**config.mk**
```make
export PLATFORM = sky130hd
export DESIGN_NAME = button_encoder
export DESIGN_NICKNAME = d
export VERILOG_FILES = /design/src/rtl/button_encoder.sv
export SDC_FILE = /design/constraint.sdc
export NUM_CORES = 1
export LEC_CHECK = 0
export CAP_MARGIN = 30
export CORE_UTILIZATION = 65
export DETAILED_ROUTE_END_ITERATION = 6
export PLACE_DENSITY = 0.94
export SETUP_SLACK_MARGIN = 0.5
export SYNTH_ARGS = -nofsm -noshare
export SYNTH_HDL_FRONTEND = slang
export SYNTH_SLANG_ARGS = --single-unit
```
**constraint.sdc**
```tcl
create_clock -name clock -period 3.29 [get_ports clock]
set_input_delay 0.658 -clock clock [delete_from_list [all_inputs] [get_ports clock]]
set_output_delay 0.658 -clock clock [all_outputs]
set_load 0.05 [all_outputs]
```
**src/rtl/button_encoder.sv**
```systemverilog
// ============================================================================
// Module   : button_encoder
// Purpose  : Synchronise, debounce and priority-encode four active-low push
//            buttons. Emits a 2-bit code plus a one-clock acceptance pulse.
//            Optional macro BUTTON_AUTO_REPEAT_EN adds hold-to-repeat pulses.
// Revision : 1.0 - initial release
// ============================================================================
`default_nettype none

module button_encoder #(
    parameter int SYNC_STAGES     = 2,
    parameter int DEBOUNCE_CYCLES = 50000,
    parameter int REPEAT_DELAY    = 25000000,
    parameter int REPEAT_PERIOD   = 5000000
) (
    input  logic       clock,
    input  logic       resetn,
    input  logic [3:0] rawButtons,
    output logic [1:0] pushbuttons,
    output logic       pushButtonSignal,
    output logic [3:0] buttonsHeld
);

    localparam int               CNT_W   = $clog2(DEBOUNCE_CYCLES + 1);
    localparam logic [CNT_W-1:0] CNT_MAX = CNT_W'(DEBOUNCE_CYCLES);

    typedef enum logic [1:0] {
        RELEASED     = 2'd0,
        PRESS_WAIT   = 2'd1,
        HELD         = 2'd2,
        RELEASE_WAIT = 2'd3
    } state_t;

    if (SYNC_STAGES < 2 || SYNC_STAGES > 3 || DEBOUNCE_CYCLES < 2 ||
        REPEAT_DELAY < 1 || REPEAT_PERIOD < 1) begin : g_bad_params
        $error("button_encoder: illegal parameter value");
    end

    logic [3:0][SYNC_STAGES-1:0] sync_q;
    logic [1:0]                  settle_q;
    logic                        settled;
    logic [3:0]                  sync_rel;
    logic [3:0]                  pressed;
    logic [3:0]                  armed_q, armed_d;
    state_t                      state_q [4];
    state_t                      state_d [4];
    logic [CNT_W-1:0]            cnt_q [4];
    logic [CNT_W-1:0]            cnt_d [4];
    logic [3:0]                  press_ev;
    logic [1:0]                  code_q, code_d;
    logic                        pulse_q, pulse_d;
    logic [3:0]                  held_q, held_d;
    logic                        rep_fire;
    logic [1:0]                  held_idx;

    // The synchroniser is preset to "released"; until it has refilled with
    // real samples its output is ignored so a held button cannot arm itself.
    assign settled = (settle_q == 2'(SYNC_STAGES));

    always_comb begin
        for (int i = 0; i < 4; i++) begin
            sync_rel[i] = sync_q[i][SYNC_STAGES-1];
            pressed[i]  = settled & ~sync_rel[i];
        end
        armed_d = armed_q | ({4{settled}} & sync_rel);
    end

    always_ff @(posedge clock or negedge resetn) begin
        if (!resetn) begin
            sync_q   <= '1;
            settle_q <= '0;
            armed_q  <= '0;
        end else begin
            for (int i = 0; i < 4; i++) begin
                sync_q[i] <= {sync_q[i][SYNC_STAGES-2:0], rawButtons[i]};
            end
            if (!settled) begin
                settle_q <= settle_q + 2'd1;
            end
            armed_q <= armed_d;
        end
    end

    always_comb begin
        for (int i = 0; i < 4; i++) begin
            state_d[i]  = state_q[i];
            cnt_d[i]    = cnt_q[i];
            press_ev[i] = 1'b0;
            case (state_q[i])
                RELEASED: begin
                    if (pressed[i] && armed_q[i]) begin
                        state_d[i] = PRESS_WAIT;
                        cnt_d[i]   = '0;
                    end
                end
                PRESS_WAIT: begin
                    if (!pressed[i]) begin
                        state_d[i] = RELEASED;
                        cnt_d[i]   = '0;
                    end else if (cnt_q[i] == CNT_MAX) begin
                        state_d[i]  = HELD;
                        press_ev[i] = 1'b1;
                    end else begin
                        cnt_d[i] = cnt_q[i] + CNT_W'(1);
                    end
                end
                HELD: begin
                    if (!pressed[i]) begin
                        state_d[i] = RELEASE_WAIT;
                        cnt_d[i]   = '0;
                    end
                end
                RELEASE_WAIT: begin
                    if (pressed[i]) begin
                        state_d[i] = HELD;
                        cnt_d[i]   = '0;
                    end else if (cnt_q[i] == CNT_MAX) begin
                        state_d[i] = RELEASED;
                    end else begin
                        cnt_d[i] = cnt_q[i] + CNT_W'(1);
                    end
                end
                default: begin
                    state_d[i] = RELEASED;
                    cnt_d[i]   = '0;
                end
            endcase
            held_d[i] = (state_d[i] == HELD) || (state_d[i] == RELEASE_WAIT);
        end
    end

    always_ff @(posedge clock or negedge resetn) begin
        if (!resetn) begin
            for (int i = 0; i < 4; i++) begin
                state_q[i] <= RELEASED;
                cnt_q[i]   <= '0;
            end
        end else begin
            for (int i = 0; i < 4; i++) begin
                state_q[i] <= state_d[i];
                cnt_q[i]   <= cnt_d[i];
            end
        end
    end

`ifdef BUTTON_AUTO_REPEAT_EN
    localparam int REP_MAX = (REPEAT_DELAY > REPEAT_PERIOD) ? REPEAT_DELAY : REPEAT_PERIOD;
    localparam int REP_W   = $clog2(REP_MAX + 1);

    logic [REP_W-1:0] rep_q, rep_d;
    logic             rep_first_q, rep_first_d;
    logic [2:0]       held_cnt;

    always_comb begin
        held_cnt = 3'd0;
        held_idx = 2'd0;
        for (int i = 0; i < 4; i++) begin
            if (state_q[i] == HELD) begin
                held_cnt = held_cnt + 3'd1;
                held_idx = 2'(i);
            end
        end
    end

    // Any new press restarts the delay, so a fresh HELD entry is timed from zero.
    always_comb begin
        rep_d       = rep_q;
        rep_first_d = rep_first_q;
        rep_fire    = 1'b0;
        if ((|press_ev) || (held_cnt != 3'd1)) begin
            rep_d       = '0;
            rep_first_d = 1'b0;
        end else if (!rep_first_q) begin
            if (rep_q == REP_W'(REPEAT_DELAY - 1)) begin
                rep_fire    = 1'b1;
                rep_d       = '0;
                rep_first_d = 1'b1;
            end else begin
                rep_d = rep_q + REP_W'(1);
            end
        end else begin
            if (rep_q == REP_W'(REPEAT_PERIOD - 1)) begin
                rep_fire = 1'b1;
                rep_d    = '0;
            end else begin
                rep_d = rep_q + REP_W'(1);
            end
        end
    end

    always_ff @(posedge clock or negedge resetn) begin
        if (!resetn) begin
            rep_q       <= '0;
            rep_first_q <= 1'b0;
        end else begin
            rep_q       <= rep_d;
            rep_first_q <= rep_first_d;
        end
    end
`else
    assign rep_fire = 1'b0;
    assign held_idx = 2'd0;
`endif

    // Descending scan so the lowest-index press event is the one kept.
    always_comb begin
        pulse_d = 1'b0;
        code_d  = code_q;
        for (int i = 3; i >= 0; i--) begin
            if (press_ev[i]) begin
                pulse_d = 1'b1;
                code_d  = 2'(i);
            end
        end
        if (!pulse_d && rep_fire) begin
            pulse_d = 1'b1;
            code_d  = held_idx;
        end
    end

    always_ff @(posedge clock or negedge resetn) begin
        if (!resetn) begin
            code_q  <= 2'b00;
            pulse_q <= 1'b0;
            held_q  <= 4'b0000;
        end else begin
            code_q  <= code_d;
            pulse_q <= pulse_d;
            held_q  <= held_d;
        end
    end

    assign pushbuttons      = code_q;
    assign pushButtonSignal = pulse_q;
    assign buttonsHeld      = held_q;

endmodule

`default_nettype wire

```
### After elaboration in Yosys (flattened, before gate mapping)

Index checks and enable logic that the tools add are counted.

* output and inout port bits: 7
* word-level logic and storage cells: 154
* input port bits: 6
* bits in registers: 93

* $add $sub $neg: 5
* multiplexer cells: 72
* bitwise operators: 10
* reductions and logical operators: 17
* eq/ne operators: 33

Operators with widths (number)
* 2-to-1 mux 16 bit: 20
* case mux 16 bit (4 select lines): 4
* adder 16 x 1 -> 16 bit, second input constant: 4
* equality test 16 bit, second input constant: 4
* 2-to-1 mux 2 bit: 28
* equality test 2 bit, second input constant: 17
* case mux 2 bit (4 select lines): 4
* 2-to-1 mux 1 bit: 16
* inequality test 2 bit, second input constant: 8
* equality test 2 x 1 -> 1 bit, second input constant: 4
* logical NOT 2 bit: 4
* AND reduction 2 bit: 4
* AND 1 bit: 4
* AND 4 bit: 1
* logical AND 1 bit: 4
* logical OR 1 bit: 4
* NOT 1 bit: 4
* OR 4 bit: 1
* nonzero test 4 bit: 1
* adder 2 x 1 -> 2 bit, second input constant: 1

### Logic depth before layout (Yosys ltp)

* depth after elaboration: 8
* depth in mapped cells: 9
* mapped depth without buffers: 7

### Worst setup path before layout

OpenSTA, ideal clock, no wires.

* path kind: flip-flop to flip-flop
* from: register settle_q[0]
* to: register cnt_q[0] (netlist name)
* arrival time: 1946 ps
* setup slack: 1213 ps
* cell stages (with the launch flop): 10
* path buffers: 2
* clock period less this slack: 2077 ps
* cell sequence: dfrtp_1 inv_1 ha_1 buf_2 and4bb_2 a211oi_1 buf_2 nor2_1 xnor2_1 nor2_1

* word-level cells in the longest chain between the ends: 5
* elaborated cells between the ends (all ways): 9
* classes of those cells: eq/ne (3); mux (3); bitwise (1); reduce/logical (2)

Ends and longest elaborated chain
* start, declared: RTL line 40 `logic [1:0] settle_q;`
* start signal, assigned: RTL line 78 `settle_q <= settle_q + 2'd1;`
* equality test 2 bit (*): RTL line 58 `assign settled = (settle_q == 2'(SYNC_STAGES));`
* AND 1 bit (*): RTL line 63 `pressed[i] = settled & ~sync_rel[i];`
* logical AND 1 bit: RTL line 91 `if (pressed[i] && armed_q[i]) begin`
* inequality test 2 bit (no source line)
* AND reduction 2 bit (no source line)
* end signal, assigned by index: RTL line 141 `cnt_q[i] <= cnt_d[i];`
* end, declared: RTL line 47 `logic [CNT_W-1:0] cnt_q [4];`

Every way passes the cells marked *; elsewhere a longest branch is shown, timed or not.
A chain may end at the register's enable or synchronous reset.

### Worst setup path in the final report

* from: register settle_q[0]
* to: register cnt_q[31] (netlist name)

The elaborated chain is that of the path after synthesis.

==> results.toml <==
[run_status]
status = "finished, final reports clean"

[critical_path]
cp.depth = 8
worstSetupEndpoint = "cnt_q[31]"
r2r_start = "settle_q[0]"
path_max_fanout = 16
cp_cell_sequence = "inv_1, ha_1, and4bb_2, a211oi_2, buf_4, a21oi_1, buf_4, nor2_1"
rr_worst_depth = 8
crit_buf_inv = 3
max_stage_delay_ns = 0.55
cp_data_arrival_time_ns = 2.75
crit_start = "settle_q[0]"
cp-start-kind = "flop"
cpMostUsedCell = "buf_4"
criticalPathCategory = "flop to flop"
crit_family = "compound AO/OA/AOI/OAI gates"
cp.required_ns = 3.55
reg2reg_slack_ns = 0.80
setup.worst_path.end_class = "flop"
reg2reg_to = "cnt_q[31]"
slowest_stage = "a21oi_1"

[die]
die_w_um = 88.4
ios = 13
dieHeight_um = 88.4
row_count = 31
die_area_mm2 = 0.00782
start_util_pct = 67.0
core_mm2 = 0.00725

[final_layout]
area_growth_pct = 8.40
drive_gt1_share_pct = 10.3
num_antenna_cells = 0
fill_cells = 504
layout.nets = 526

[sta]
tns_ns = 0
tightest_slew_ns = 0.680
slew_viol_final = 0
fin_crit_ns = 2.49
grt_setup_unrepaired = "false"
hold_violations = 0
clock.fmax_mhz = 402
clock_skew_ns = 0.0105
final.period_utilization_pct = 75.6
setup_viol = 0
slew_headroom_pct = 54.7

[detailed_routing]
drtIter0Drc = 219
wl_per_cell_um = 16.0
num_vias = 3858
dr.pass1.iters = 4
routed_wl_um = 9840
viasPerCell = 6.27
drcViolationCount = 0
ant_nets = 0

[place]
io_buffers = 12
place.gp.congestion = 0.925
hpwl_um = 6690

[clock_network]
clock_path_buffers = 2
cts.clk_slew.worst_paths_ns = 0.09
cts_htree_levels = 3
clk-insertion-delay-late_ns = 0.37
clock-root-buffer = "clkbuf_8"
post_cts_buffers = 0
numClockSinks = 91
tritoncts = "built"
cts_buffers = 9

[pwr]
p_per_area_mw_per_mm2 = 403
worst_ir_drop_vdd_mv = 0.230
p_total_mw = 2.12
p_leak_nw = 2.04

[grt]
grt.overflow.total = 0
grt_pass1_vias = 3686
grt_max_degree = 47
grt_first_pass_wirelength_um = 17000
antenna_found_initial = 0
track_usage_pct = 28.0

[min_path]
hp-class = "primary input to async pin"

[run]
drv_cap = 0

[yosys]
synth_edf_count = 0
ys_warn_count = 0
syn-instance-count = 500
synthesis.nets = 515
synth_seq_cells = 91
syn-cell-area_mm2 = 0.00486
synth_cell_types = 54
synth_top_flop_cell = "dfrtp_1"
avgSynthCellArea_um2 = 9.71
synthArstFlopShare_pct = 100
seq_area_frac_synth_pct = 47.1
-- kinds of logic (layout without fill, tap and decap cells) --
group	Yosys count	count (layout)	synth area share, %
AO/OA/AOI/OAI	65	65	8.42
multiplexers	3	3	0.670
adder cells (fa/ha/maj)	9	9	2.32
buffers and inverters	31	47	2.78
XOR/XNOR	53	53	9.56
flip-flops	91	91	47.1
AND/OR/NAND/NOR	248	248	29.2
-- registers in the layout (all words and copies together) (netlist names) --
signal            cells
armed_q               4
buttonsHeld           4
cnt_q                64
pushButtonSignal      1
pushbuttons           2
settle_q              2
state_q               6
sync_q                8
-- synthesized netlist by cell type, types with 7 or more instances --
library cell   n  area (µm²)
nand4_1       14        87.6
nor4b_1        7        61.3
clkbuf_1      10        37.5
xnor2_1       45         394
nand2_1       48         180
xor2_1         8        70.1
nor3_1        14        70.1
nand3_1       23         115
nor4_1        11        68.8
a21oi_1       17        85.1
dfstp_2        8         210
o21ai_0       16        80.1
nor2_1        63         236
nor3b_1        7        52.6
inv_1         12        45.0
ha_1           9         113
dfrtp_1       83        2080
-- power breakdown --
group,total [mW],internal [mW],switching (mW)
clock,0.701,0.293,0.408
sequential,1.21,1.15,0.0538
combinational,0.211,0.0875,0.123
total,2.12,1.54,0.585
-- worst reg2reg max path, delay by kind of cell, from the launching register on --
kind / cells / cell delay, ns
AOI/OAI and AO/OA: 2 / 0.60
adders and majority gates: 1 / 0.45
and+or+nand+nor: 2 / 0.40
DFF: 1 / 0.39
buffers and inverters: 3 / 0.54
-- layout by cell type, fill, tap and decap left out, types with 6 or more instances in the layout --
cell,instances
dfrtp_1,83
nor2_1,63
nand2_1,48
xnor2_1,45
nand3_1,23
a21oi_1,17
o21ai_0,16
nor3_1,14
nand4_1,14
inv_1,12
nor4_1,11
clkdlybuf4s50_1,11
clkbuf_8,10
ha_1,9
xor2_1,8
dfstp_2,8
nor4b_1,7
nor3b_1,7
buf_4,7
or4_1,6
and3_1,6
-- per-stage QoR --
| step | cells | hold WS [ns] | cell area, µm² | worst slack [ns] | utilization (%) |
|---|---|---|---|---|---|
| after floorplan | 500 | 0.345 | 4860 | 1.21 | - |
| after global placement | 598 | 0.346 | 5050 | 0.944 | 69.7 |
| after detailed placement | 599 | 0.348 | 5080 | 0.818 | 70.1 |
| after CTS | 615 | 0.299 | 5260 | 0.789 | 72.5 |
| after global routing | 615 | 0.326 | 5270 | 0.601 | 72.6 |
| final | 615 | 0.272 | 5270 | 0.803 | 72.6 |
-- worst min-delay path by stage --
stage | from | slack, ns | cells after the start | endpoint
global route | resetn | 0.33 | 1 | cnt_q[44]
finish | resetn | 0.27 | 1 | cnt_q[53]
CTS | resetn | 0.30 | 1 | cnt_q[53]
floorplan | sync_q[0] | 0.35 | 0 | sync_q[1]
detailed placement | sync_q[0] | 0.35 | 0 | sync_q[1]
global placement | sync_q[4] | 0.35 | 0 | sync_q[5]
-- area by class of cell --
type | instances | area (µm²) | area share, %
flip-flops and latches | 91 | 2290 | 43.4
repair buffers | 19 | 190 | 3.61
well taps | 99 | 124 | 2.35
multi-input cells | 378 | 2440 | 46.3
inverters | 12 | 45.0 | 0.856
clock inverters | 6 | 41.3 | 0.784
clock buffers | 10 | 138 | 2.61
-- per-layer routing --
layer | vias to the layer above | track usage, % | wire length (µm)
met1 | 1890 | 36.7 | 4260
met5 | - | 0 | 0
met4 | 0 | 12.5 | 219
li1 | 1796 | - | -
met3 | 32 | 5.97 | 477
met2 | 140 | 45.2 | 4880
-- repair_timing --
| action | 4_1_cts | 5_1_grt |
|---|---|---|
| endpoints found under the setup margin | 0 | 5 |
| hold buffers | 0 | 0 |
| resized for setup | 0 | 1 |
| hold endpoints to repair | 0 | 0 |
Note: power is estimated with default switching activity, not from simulation.
